$ cat config.mk
export PLATFORM = sky130hd
export DESIGN_NAME = mem_port_sched
export DESIGN_NICKNAME = d
export VERILOG_FILES = /design/src/rtl/mem_port_sched_pkg.sv /design/src/rtl/mem_port_sched.sv
export SDC_FILE = /design/constraint.sdc
export NUM_CORES = 1
export LEC_CHECK = 0
export BUFFER_PORTS_ARGS = -buffer_cell sky130_fd_sc_hd__buf_2
export CORE_ASPECT_RATIO = 1.25
export CORE_MARGIN = 3
export CORE_UTILIZATION = 52
export DETAILED_ROUTE_END_ITERATION = 8
export HOLD_SLACK_MARGIN = 0.03
export PLACE_DENSITY = 0.84
export SLEW_MARGIN = 25
export SYNTH_ARGS = -nofsm -noshare
export SYNTH_HDL_FRONTEND = slang
export SYNTH_SLANG_ARGS = --single-unit
$ cat constraint.sdc
create_clock -name clk -period 5.15 [get_ports clk]
set_input_delay 1.03 -clock clk [delete_from_list [all_inputs] [get_ports clk]]
set_output_delay 1.03 -clock clk [all_outputs]
set_load 0.02 [all_outputs]
$ cat src/rtl/mem_port_sched_pkg.sv
// Shared constants for the memory port scheduler: FSM state encoding and
// default parameter values.
package mem_port_sched_pkg;

  localparam logic [1:0] ST_IDLE    = 2'd0;
  localparam logic [1:0] ST_BUSY_IF = 2'd1;
  localparam logic [1:0] ST_BUSY_D  = 2'd2;

  localparam int DEF_ADDR_W  = 8;
  localparam int DEF_DATA_W  = 16;
  localparam int DEF_TIMEOUT = 15;
  localparam int DEF_DSTREAK = 3;

endpackage

$ cat src/rtl/mem_port_sched.sv
// Single-port memory scheduler arbitrating instruction fetch and data accesses,
// with a data-streak limit for fetch fairness and a busy timeout abort.
module mem_port_sched
  import mem_port_sched_pkg::*;
#(
  parameter int ADDR_W  = DEF_ADDR_W,
  parameter int DATA_W  = DEF_DATA_W,
  parameter int TIMEOUT = DEF_TIMEOUT,
  parameter int DSTREAK = DEF_DSTREAK
) (
  input  logic              clk,
  input  logic              reset,
  input  logic              if_req,
  input  logic [ADDR_W-1:0] if_addr,
  input  logic              d_req,
  input  logic              d_we,
  input  logic [ADDR_W-1:0] d_addr,
  input  logic [DATA_W-1:0] d_wdata,
  output logic              if_done,
  output logic              d_done,
  output logic [DATA_W-1:0] if_rdata,
  output logic [DATA_W-1:0] d_rdata,
  output logic              err,
  output logic              mem_en,
  output logic              mem_we,
  output logic [ADDR_W-1:0] mem_addr,
  output logic [DATA_W-1:0] mem_wdata,
  input  logic [DATA_W-1:0] mem_rdata,
  input  logic              mem_ready
);

  localparam int TW = $clog2(TIMEOUT + 1);
  localparam int SW = $clog2(DSTREAK + 2);

  logic [1:0]        state_q,     state_d;
  logic [SW-1:0]     streak_q,    streak_d;
  logic [TW-1:0]     tcnt_q,      tcnt_d;
  logic              mem_en_q,    mem_en_d;
  logic              mem_we_q,    mem_we_d;
  logic [ADDR_W-1:0] mem_addr_q,  mem_addr_d;
  logic [DATA_W-1:0] mem_wdata_q, mem_wdata_d;
  logic              if_done_q,   if_done_d;
  logic              d_done_q,    d_done_d;
  logic              err_q,       err_d;
  logic [DATA_W-1:0] if_rdata_q,  if_rdata_d;
  logic [DATA_W-1:0] d_rdata_q,   d_rdata_d;

  logic              fetch_turn_s;
  logic              finish_s;
  logic              timeout_s;
  logic [DATA_W-1:0] result_s;

  assign fetch_turn_s = if_req && (streak_q == SW'(DSTREAK));
  assign timeout_s    = (tcnt_q == TW'(TIMEOUT - 1));
  assign finish_s     = mem_ready || timeout_s;
  assign result_s     = mem_ready ? mem_rdata : '0;

  // Arbitration, memory command generation and completion tracking
  always_comb begin
    state_d     = state_q;
    streak_d    = streak_q;
    tcnt_d      = tcnt_q;
    mem_en_d    = mem_en_q;
    mem_we_d    = mem_we_q;
    mem_addr_d  = mem_addr_q;
    mem_wdata_d = mem_wdata_q;
    if_done_d   = 1'b0;
    d_done_d    = 1'b0;
    err_d       = 1'b0;
    if_rdata_d  = if_rdata_q;
    d_rdata_d   = d_rdata_q;
    case (state_q)
      ST_IDLE: begin
        tcnt_d = '0;
        if (d_req && !fetch_turn_s) begin
          state_d     = ST_BUSY_D;
          mem_en_d    = 1'b1;
          mem_we_d    = d_we;
          mem_addr_d  = d_addr;
          mem_wdata_d = d_wdata;
          streak_d    = (streak_q == SW'(DSTREAK)) ? streak_q : streak_q + SW'(1);
        end else if (if_req) begin
          state_d     = ST_BUSY_IF;
          mem_en_d    = 1'b1;
          mem_we_d    = 1'b0;
          mem_addr_d  = if_addr;
          mem_wdata_d = '0;
          streak_d    = '0;
        end else begin
          mem_en_d = 1'b0;
          mem_we_d = 1'b0;
        end
      end
      ST_BUSY_IF, ST_BUSY_D: begin
        if (finish_s) begin
          state_d     = ST_IDLE;
          tcnt_d      = '0;
          mem_en_d    = 1'b0;
          mem_we_d    = 1'b0;
          mem_addr_d  = '0;
          mem_wdata_d = '0;
          err_d       = !mem_ready;
          if (state_q == ST_BUSY_IF) begin
            if_done_d  = 1'b1;
            if_rdata_d = result_s;
          end else begin
            d_done_d  = 1'b1;
            d_rdata_d = result_s;
          end
        end else begin
          tcnt_d = tcnt_q + TW'(1);
        end
      end
      default: begin
        state_d  = ST_IDLE;
        tcnt_d   = '0;
        mem_en_d = 1'b0;
        mem_we_d = 1'b0;
      end
    endcase
  end

  // State and registered outputs; reset discards any access in flight
  always_ff @(posedge clk or posedge reset) begin
    if (reset) begin
      state_q     <= ST_IDLE;
      streak_q    <= '0;
      tcnt_q      <= '0;
      mem_en_q    <= 1'b0;
      mem_we_q    <= 1'b0;
      mem_addr_q  <= '0;
      mem_wdata_q <= '0;
      if_done_q   <= 1'b0;
      d_done_q    <= 1'b0;
      err_q       <= 1'b0;
      if_rdata_q  <= '0;
      d_rdata_q   <= '0;
    end else begin
      state_q     <= state_d;
      streak_q    <= streak_d;
      tcnt_q      <= tcnt_d;
      mem_en_q    <= mem_en_d;
      mem_we_q    <= mem_we_d;
      mem_addr_q  <= mem_addr_d;
      mem_wdata_q <= mem_wdata_d;
      if_done_q   <= if_done_d;
      d_done_q    <= d_done_d;
      err_q       <= err_d;
      if_rdata_q  <= if_rdata_d;
      d_rdata_q   <= d_rdata_d;
    end
  end

  assign mem_en    = mem_en_q;
  assign mem_we    = mem_we_q;
  assign mem_addr  = mem_addr_q;
  assign mem_wdata = mem_wdata_q;
  assign if_done   = if_done_q;
  assign d_done    = d_done_q;
  assign err       = err_q;
  assign if_rdata  = if_rdata_q;
  assign d_rdata   = d_rdata_q;

endmodule
---- After elaboration in Yosys (flattened, before gate mapping) ----
Cells that the tools add are included.
Widths: inputs -> output; s select.
storage, ports and cells
  bits in writable memories ............... 0
  memories ................................ 0
  latch bits .............................. 0
  register bits after elaboration ......... 70
  memory bits (read-only) ................. 0
  logic and storage cells ................. 68
  input port bits ......................... 54
  output and inout bits ................... 61
operators by class
  divide/modulo/power cells ............... 0
  bitwise operators ....................... 1
  equal/unequal tests ..................... 7
  muxes and demuxes ....................... 32
  $mul .................................... 0
  $add $sub $neg .......................... 2
  $lt $le $gt $ge ......................... 0
  shift-type cells ........................ 0
  reductions and logical operators ........ 14
operators with widths
  cell                 number
  $mux 16              4
  $pmux 16 s2          1
  $mux 8               3
  $pmux 8 s2           1
  $mux 1               12
  $reduce_and 3->1     4
  $mux 3               3
  $mux 4               2
  $mux 2               3
  $add 4x1->4 const B  1
  $eq 4x4->1 const B   1
  $ne 2x2->1 const B   2
  $pmux 1 s2           2
  $pmux 2 s2           1
  $reduce_bool 2->1    2
  $add 3x1->3 const B  1
  $eq 3x2->1 const B   1
  $ne 3x3->1 const B   1
  $eq 2x1->1 const B   1
  $eq 2x2->1 const B   1
  $logic_and 1x1->1    2
  $logic_not 1->1      2
  $logic_not 2->1      1
  $reduce_and 2->1     1
  3 further kinds      3

---- Longest topological paths before layout ----
Gate-level depths: netlist of run 1.
  depth in word-level cells ............... 6
  gate-level depth with buffers ........... 8
  gate-level depth less buffers ........... 5

---- Least setup slack after synthesis of run 1 ----
Ideal clock, no wire load.
  kind .................................... input to register
  from .................................... input port mem_ready
  to ...................................... register mem_wdata_q[10], in the netlist mem_wdata[10]
  slack ................................... 2.865 ns
  library setup time ...................... 0.125 ns
  cell stages on the path ................. 6
  data arrival time ....................... 2.160 ns
  data required time ...................... 5.025 ns
  path buffers ............................ 3
  cell sequence ........................... buf_2 nand2b_1 o221a_2 buf_6 buf_8 mux2_4
between the ends
  cells in the longest elaborated chain, start to end .. 3
ends and longest elaborated chain
  item                               line                   RTL
  start, declared                    mem_port_sched.sv:29   input logic mem_ready
  $logic_or 1x1->1                   mem_port_sched.sv:55   assign finish_s = mem_ready || timeout_s;
  $ne 2x2->1 (no source line)        -
  $reduce_and 3->1 (no source line)  -
  end signal, assigned               mem_port_sched.sv:145  mem_wdata_q <= mem_wdata_d;
  end, declared                      mem_port_sched.sv:41   logic [DATA_W-1:0] mem_wdata_q, mem_wdata_d;
Every way passes these cells.
A chain may end at the register's enable or synchronous reset.

---- Worst setup path in the final report of run 1 ----
  from .................................... register state_q[0]
  to ...................................... register if_rdata_q[8], in the netlist if_rdata[8]
between the ends
  cells in the longest elaborated chain, start to end .. 3
  elaborated cells between the ends (all ways) .. 4
  those cells by class .................... eq/ne (2); reduce/logical (2)
ends and longest elaborated chain
  item                                             line                                         RTL
  start, declared                                  mem_port_sched.sv:35                         logic [1:0] state_q, state_d;
  start signal, assigned                           mem_port_sched.sv:139                        state_q <= state_d;
  $eq 2x1->1 / $eq 2x2->1 (equally long branches)  mem_port_sched.sv:72, mem_port_sched.sv:103
  $reduce_or 2->1                                  mem_port_sched.sv:72                         case (state_q)
  $reduce_and 3->1 (no source line) *              -
  end signal, assigned                             mem_port_sched.sv:149                        if_rdata_q <= if_rdata_d;
  end, declared                                    mem_port_sched.sv:45                         logic [DATA_W-1:0] if_rdata_q, if_rdata_d;
Mark *: on every way between the ends. The rest lies on a longest branch, timed or not.

==> flow_summary.json, run 1 <==
{
  "status": "finished clean",
  "ctsHoldBuffers": 0,
  "synth.net_count": 281,
  "max_freq_ghz": 0.4038,
  "holdWs_ns": 0.4838,
  "ys_seq_area_share_pct": 57.92,
  "die_w_um": 74.21,
  "finalCriticalPeriod_ns": 2.476,
  "drc": 0,
  "startpoint_type": "flip-flop",
  "worst_slew_pin_slew_ns": 0.7789,
  "viasPerCell": 5.791,
  "routed_wl_um": 6762,
  "yosys_register_bits": 70,
  "overflow": 0,
  "dp.cells": 382,
  "critical_path.endpoint": "if_rdata[8]",
  "synthesis.instances": 221,
  "port_buffers": 114,
  "clock_skew_ns": 0.007920,
  "use_met3_pct": 7.198,
  "maxSlewHeadroom_pct": 48.07,
  "synth_warnings": 0,
  "drt_iter0_markers": 125,
  "cpPeakStageDelay_ns": 0.76,
  "path_max_fanout": 25,
  "path_clk_slew_ns": 0.07,
  "fin_util_pct": 68.46,
  "multi_input_area_sq_um": 1155,
  "vias": 2305,
  "final_cell_mix": "buf_2 (114), dfrtp_1 (70), a32o_1 (34)",
  "p_leak_nw": 1.953,
  "maxCapViolations": 0,
  "dieArea_sq_um": 6772,
  "cts_resized": 0,
  "syn_avg_cell_area_sq_um": 13.68,
  "synth_area_sq_um": 3024,
  "layout_setup_ws_ns": 2.674,
  "end_kind": "flip-flop",
  "r2r_setup_slack_ns": 2.67,
  "seqCellArea_sq_um": 1752,
  "arrival_ns": 2.70,
  "grt_max_degree": 47,
  "cp.required_ns": 5.37,
  "design_area_sq_um": 3777,
  "die_height_um": 91.26,
  "n_antenna_cell": 0,
  "busiest_layer": "met2",
  "r2r-end": "if_rdata[8]",
  "crit_path_cell_trace": "inv_1 > ha_1 > nand3_1 > a32o_1",
  "worst_skew_pair.late_latency_ns": 0.34,
  "cts_tree": "done",
  "criticalPathCategory": "flip-flop to flip-flop",
  "ys.flop_type": "dfrtp_1",
  "total_power_mw": 2.382,
  "async_flop_share_pct": 100.0,
  "place_area_sq_um": 3588,
  "drt_first_pass_iters": 4,
  "numCtsBuffers": 9,
  "io_pins": 115,
  "synth-edff-count": 0,
  "post-route-period-util_pct": 48.08,
  "cts_setup_buffers": 0,
  "drtAntennaViolNets": 0,
  "cts.path.max_buffers": 2,
  "clock_sinks": 70,
  "r2r_cells": 4,
  "fill_cells": 413,
  "layout_commonest_cell": "buf_2",
  "synthToLayoutAreaGrowth_pct": 24.91,
  "yosys.cell_types.count": 36,
  "post-dp-hpwl_um": 4796,
  "htreeDepth": 3,
  "final.setup.tns_ns": 0,
  "critPathTopFamily": "adder cells",
  "grt_use_met2_pct": 34.76,
  "crit_cells": 4,
  "place_congestion": 0.7927,
  "track_usage_pct": 21.06,
  "cp_num_buf_inv": 1,
  "regToRegStartpoint": "state_q[0]",
  "p_per_area_nw_per_um2": 630.5,
  "grt_setup_unrepaired": "false",
  "finalHoldViolCount": 0,
  "core_sq_um": 5518,
  "dp_slack_ns": 2.482,
  "start_util_pct": 54.81,
  "grtUsageMet1_pct": 25.59,
  "setup_viol": 0,
  "wire_per_inst_um": 16.99,
  "fin_cells": 398,
  "final-max-slew-violation-count": 0,
  "grt_pass1_vias": 2373,
  "nets": 389,
  "antenna_found_initial": 0,
  "cts_root_buffer": "clkbuf_8",
  "startpoint": "state_q[0]",
  "drive_gt1_share_pct": 45.51,
  "peakVddDrop_mv": 0.3648,
  "min_path_type": "flip-flop to flip-flop",
  "grt_pass1_wl_um": 11100,
  "rows": 30,
  "cpMaxStageDelayCell": "ha_1"
}
## where the power goes
part / switching, mW / total (mW) / internal, mW
Clock: 0.195 / 0.408 / 0.213
Combinational: 0.658 / 1.11 / 0.450
Sequential: 0.107 / 0.865 / 0.758
Total: 0.961 / 2.38 / 1.42
## kinds of logic (layout without fill, tap and decap cells)
kind of cell	Yosys count	in the layout	share of synthesized area, %
flip-flops	70	70	57.92
AO/OA/AOI/OAI	54	54	16.80
AND/OR/NAND/NOR	39	39	8.027
multiplexers	25	25	10.22
buffers and inverters	25	138	3.972
adder cells (fa/ha/maj)	6	6	2.482
XOR/XNOR	2	2	0.5793
## Yosys cell counts, drive strengths merged (2+ instances only)
library cell  number  area, sq um
dfrtp             70         1752
a32o              34        340.3
mux2              17        229.0
nor3b             16        120.1
clkbuf            11        41.29
o2bb2ai           10        87.58
mux2i              8        80.08
buf                7        52.54
inv                7        26.28
ha                 6        75.07
nor2               5        18.77
nand2              4        15.01
nand3              4        20.02
nor2b              3        18.77
nand2b             2        12.51
o21ai              2        10.01
## area by class of cell
class,count,area share [%]
clock buffer,13,4.472
clock inverter,3,0.4637
inverter,7,0.6956
multi-input combinational,126,30.57
sequential,70,46.37
tap,64,2.120
timing repair buffer,115,15.30
## flip-flops by register name, summed over array words and instances (netlist names)
register	cells
d_rdata	16
if_rdata	16
mem_wdata	16
mem_addr	8
tcnt_q	4
streak_q	3
state_q	2
d_done	1
err	1
if_done	1
mem_en	1
mem_we	1
## per-layer routing
metal  share of wire [%]  vias to the layer above
li1                    -                     1057
met1                  39                     1147
met2                  51                       92
met3                 8.3                        9
met4                 1.3                        0
met5                   0                        -
## worst min-delay path by stage
| stage | end | start | cells after the start | slack (ns) |
|---|---|---|---|---|
| after floorplan | tcnt_q[0] | tcnt_q[0] | 1 | 0.45 |
| after global placement | d_rdata[14] | d_rdata[14] | 1 | 0.47 |
| after detailed placement | mem_addr[5] | mem_addr[5] | 1 | 0.47 |
| after CTS | tcnt_q[0] | tcnt_q[0] | 1 | 0.49 |
| after global routing | d_rdata[11] | d_rdata[11] | 1 | 0.49 |
| final | tcnt_q[0] | tcnt_q[0] | 1 | 0.48 |
Power figures use the tool's default switching activity.
==> inputs of run 2 (changes only) <==
--- a/config.mk
+++ b/config.mk
@@ -8,10 +8,10 @@
 export BUFFER_PORTS_ARGS = -buffer_cell sky130_fd_sc_hd__buf_2
 export CORE_ASPECT_RATIO = 1.25
 export CORE_MARGIN = 3
-export CORE_UTILIZATION = 52
+export CORE_UTILIZATION = 44
 export DETAILED_ROUTE_END_ITERATION = 8
 export HOLD_SLACK_MARGIN = 0.03
-export PLACE_DENSITY = 0.84
+export PLACE_DENSITY = 0.76
 export SLEW_MARGIN = 25
 export SYNTH_ARGS = -nofsm -noshare
 export SYNTH_HDL_FRONTEND = slang
==> constraint.sdc (replaced) <==
create_clock -name clk -period 2.2 [get_ports clk]
set_input_delay 0.44 -clock clk [delete_from_list [all_inputs] [get_ports clk]]
set_output_delay 0.44 -clock clk [all_outputs]
set_load 0.02 [all_outputs]
==> flow_summary.json, run 2 (synthesized netlist as in run 1, its figures left out) <==
{
  "status": "finished clean",
  "cp.required_ns": 2.41,
  "cts_root_buffer": "clkbuf_8",
  "cpPeakStageDelay_ns": 0.44,
  "n_antenna_cell": 0,
  "synthToLayoutAreaGrowth_pct": 30.41,
  "nets": 394,
  "drt_iter0_markers": 118,
  "dp.cells": 410,
  "cts_tree": "done",
  "post-route-period-util_pct": 88.89,
  "p_per_area_nw_per_um2": 1531,
  "drt_first_pass_iters": 6,
  "worst_slew_pin_slew_ns": 0.7224,
  "core_sq_um": 6606,
  "design_area_sq_um": 3944,
  "wire_per_inst_um": 16.29,
  "fill_cells": 545,
  "drc": 0,
  "multi_input_area_sq_um": 1164,
  "arrival_ns": 2.17,
  "startpoint_type": "flip-flop",
  "cts_setup_buffers": 0,
  "cp_num_buf_inv": 1,
  "crit_path_cell_trace": "inv_1 > ha_1 > or3b_1 > o221a_4 > mux2_4",
  "cts.path.max_buffers": 2,
  "end_kind": "flip-flop",
  "port_buffers": 114,
  "maxCapViolations": 0,
  "htreeDepth": 3,
  "fin_cells": 426,
  "holdWs_ns": 0.1713,
  "finalHoldViolCount": 0,
  "path_clk_slew_ns": 0.08,
  "place_area_sq_um": 3671,
  "rows": 33,
  "min_path_type": "input port to async pin",
  "critPathTopFamily": "simple AND/OR/NAND/NOR gates",
  "layout_commonest_cell": "buf_2",
  "viasPerCell": 5.406,
  "post-dp-hpwl_um": 4876,
  "clock_skew_ns": 0.01022,
  "drive_gt1_share_pct": 46.31,
  "setup_viol": 0,
  "antenna_found_initial": 0,
  "path_max_fanout": 16,
  "grt_max_degree": 44,
  "start_util_pct": 45.78,
  "p_leak_nw": 2.016,
  "final.setup.tns_ns": 0,
  "worst_skew_pair.late_latency_ns": 0.34,
  "die_w_um": 80.15,
  "drtAntennaViolNets": 0,
  "peakVddDrop_mv": 0.9173,
  "final_cell_mix": "buf_2 (114), dfrtp_1 (70), a32o_1 (34)",
  "dieArea_sq_um": 7910,
  "vias": 2303,
  "clock_sinks": 70,
  "overflow": 0,
  "criticalPathCategory": "flip-flop to flip-flop",
  "regToRegStartpoint": "state_q[1]",
  "routed_wl_um": 6941,
  "grt_setup_unrepaired": "false",
  "die_height_um": 98.69,
  "seqCellArea_sq_um": 1752,
  "grt_pass1_vias": 2324,
  "maxSlewHeadroom_pct": 51.84,
  "track_usage_pct": 17.92,
  "startpoint": "state_q[1]",
  "grt_pass1_wl_um": 11050,
  "io_pins": 115,
  "place_congestion": 0.7104,
  "finalCriticalPeriod_ns": 1.956,
  "final-max-slew-violation-count": 0,
  "cpMaxStageDelayCell": "or3b_1",
  "max_freq_ghz": 0.5113,
  "numCtsBuffers": 9
}
-- run 2: changes by cell type in the layout (fill, tap and decap cells not counted) --
cell       before  now
buf_12          0    1
inv_2           1    0
o221a_2         1    0
buf_4           1    5
clkinv_2        2    1
clkinv_4        0    1
bufinv_16       0    4
clkbuf_8       12    9
o221a_4         0    1
-- run 2: through the flow --
stage,power (mW),utilization (%),worst slack (ns)
2_1_floorplan,3.979,-,0.3233
3_3_place_gp,4.640,55.57,0.1862
3_5_place_dp,4.730,55.57,0.1014
4_1_cts,6.084,59.53,0.09332
5_1_grt,6.407,59.70,0.06024
6_report,6.037,59.70,0.2444
-- run 2: worst register-to-register path: stages, from the launching register on --
cell and delay (ns):
dfrtp_1 0.40, inv_1 0.08, ha_1 0.34, or3b_1 0.44, o221a_4 0.24, mux2_4 0.33
-- run 2: where the power goes --
part	total [mW]	switching, mW	internal [mW]
logic	2.67	1.57	1.10
clock network	1.34	0.472	0.868
registers	2.02	0.251	1.77
-- run 2: cell type report --
| class | instances | share of cell area [%] |
|---|---|---|
| sequential | 70 | 44.42 |
| multi-input combinational | 126 | 29.51 |
| timing repair buffer | 120 | 15.93 |
| clock inverter | 6 | 3.395 |
| clock buffer | 10 | 3.236 |
| tap | 87 | 2.760 |
| inverter | 7 | 0.7614 |
-- run 2: final timing paths --
check                           endpoint  slack [ns]  depth (start not counted)
max                        mem_wdata[12]        0.24                          5
min in group clk            if_rdata[13]        0.36                          2
min                          d_rdata[10]        0.17                          2
max reg2reg                mem_wdata[12]        0.24                          5
max in group asynchronous            err        1.41                          3
min reg2reg                    tcnt_q[0]        0.48                          1
-- run 2: routing by layer --
layer / part of all wire, % / vias to the layer above / track usage, %
met5: 0 / - / 0
met4: 0.84 / 0 / 5.722
met3: 9.0 / 5 / 7.038
met2: 47 / 91 / 29.08
met1: 43 / 1137 / 21.83
li1: - / 1070 / -
-- run 2: timing repair --
action                     CTS  global route
hold buffers                 0             0
resized for setup            0             1
setup endpoints to repair    0             3
hold endpoints to repair     0             0
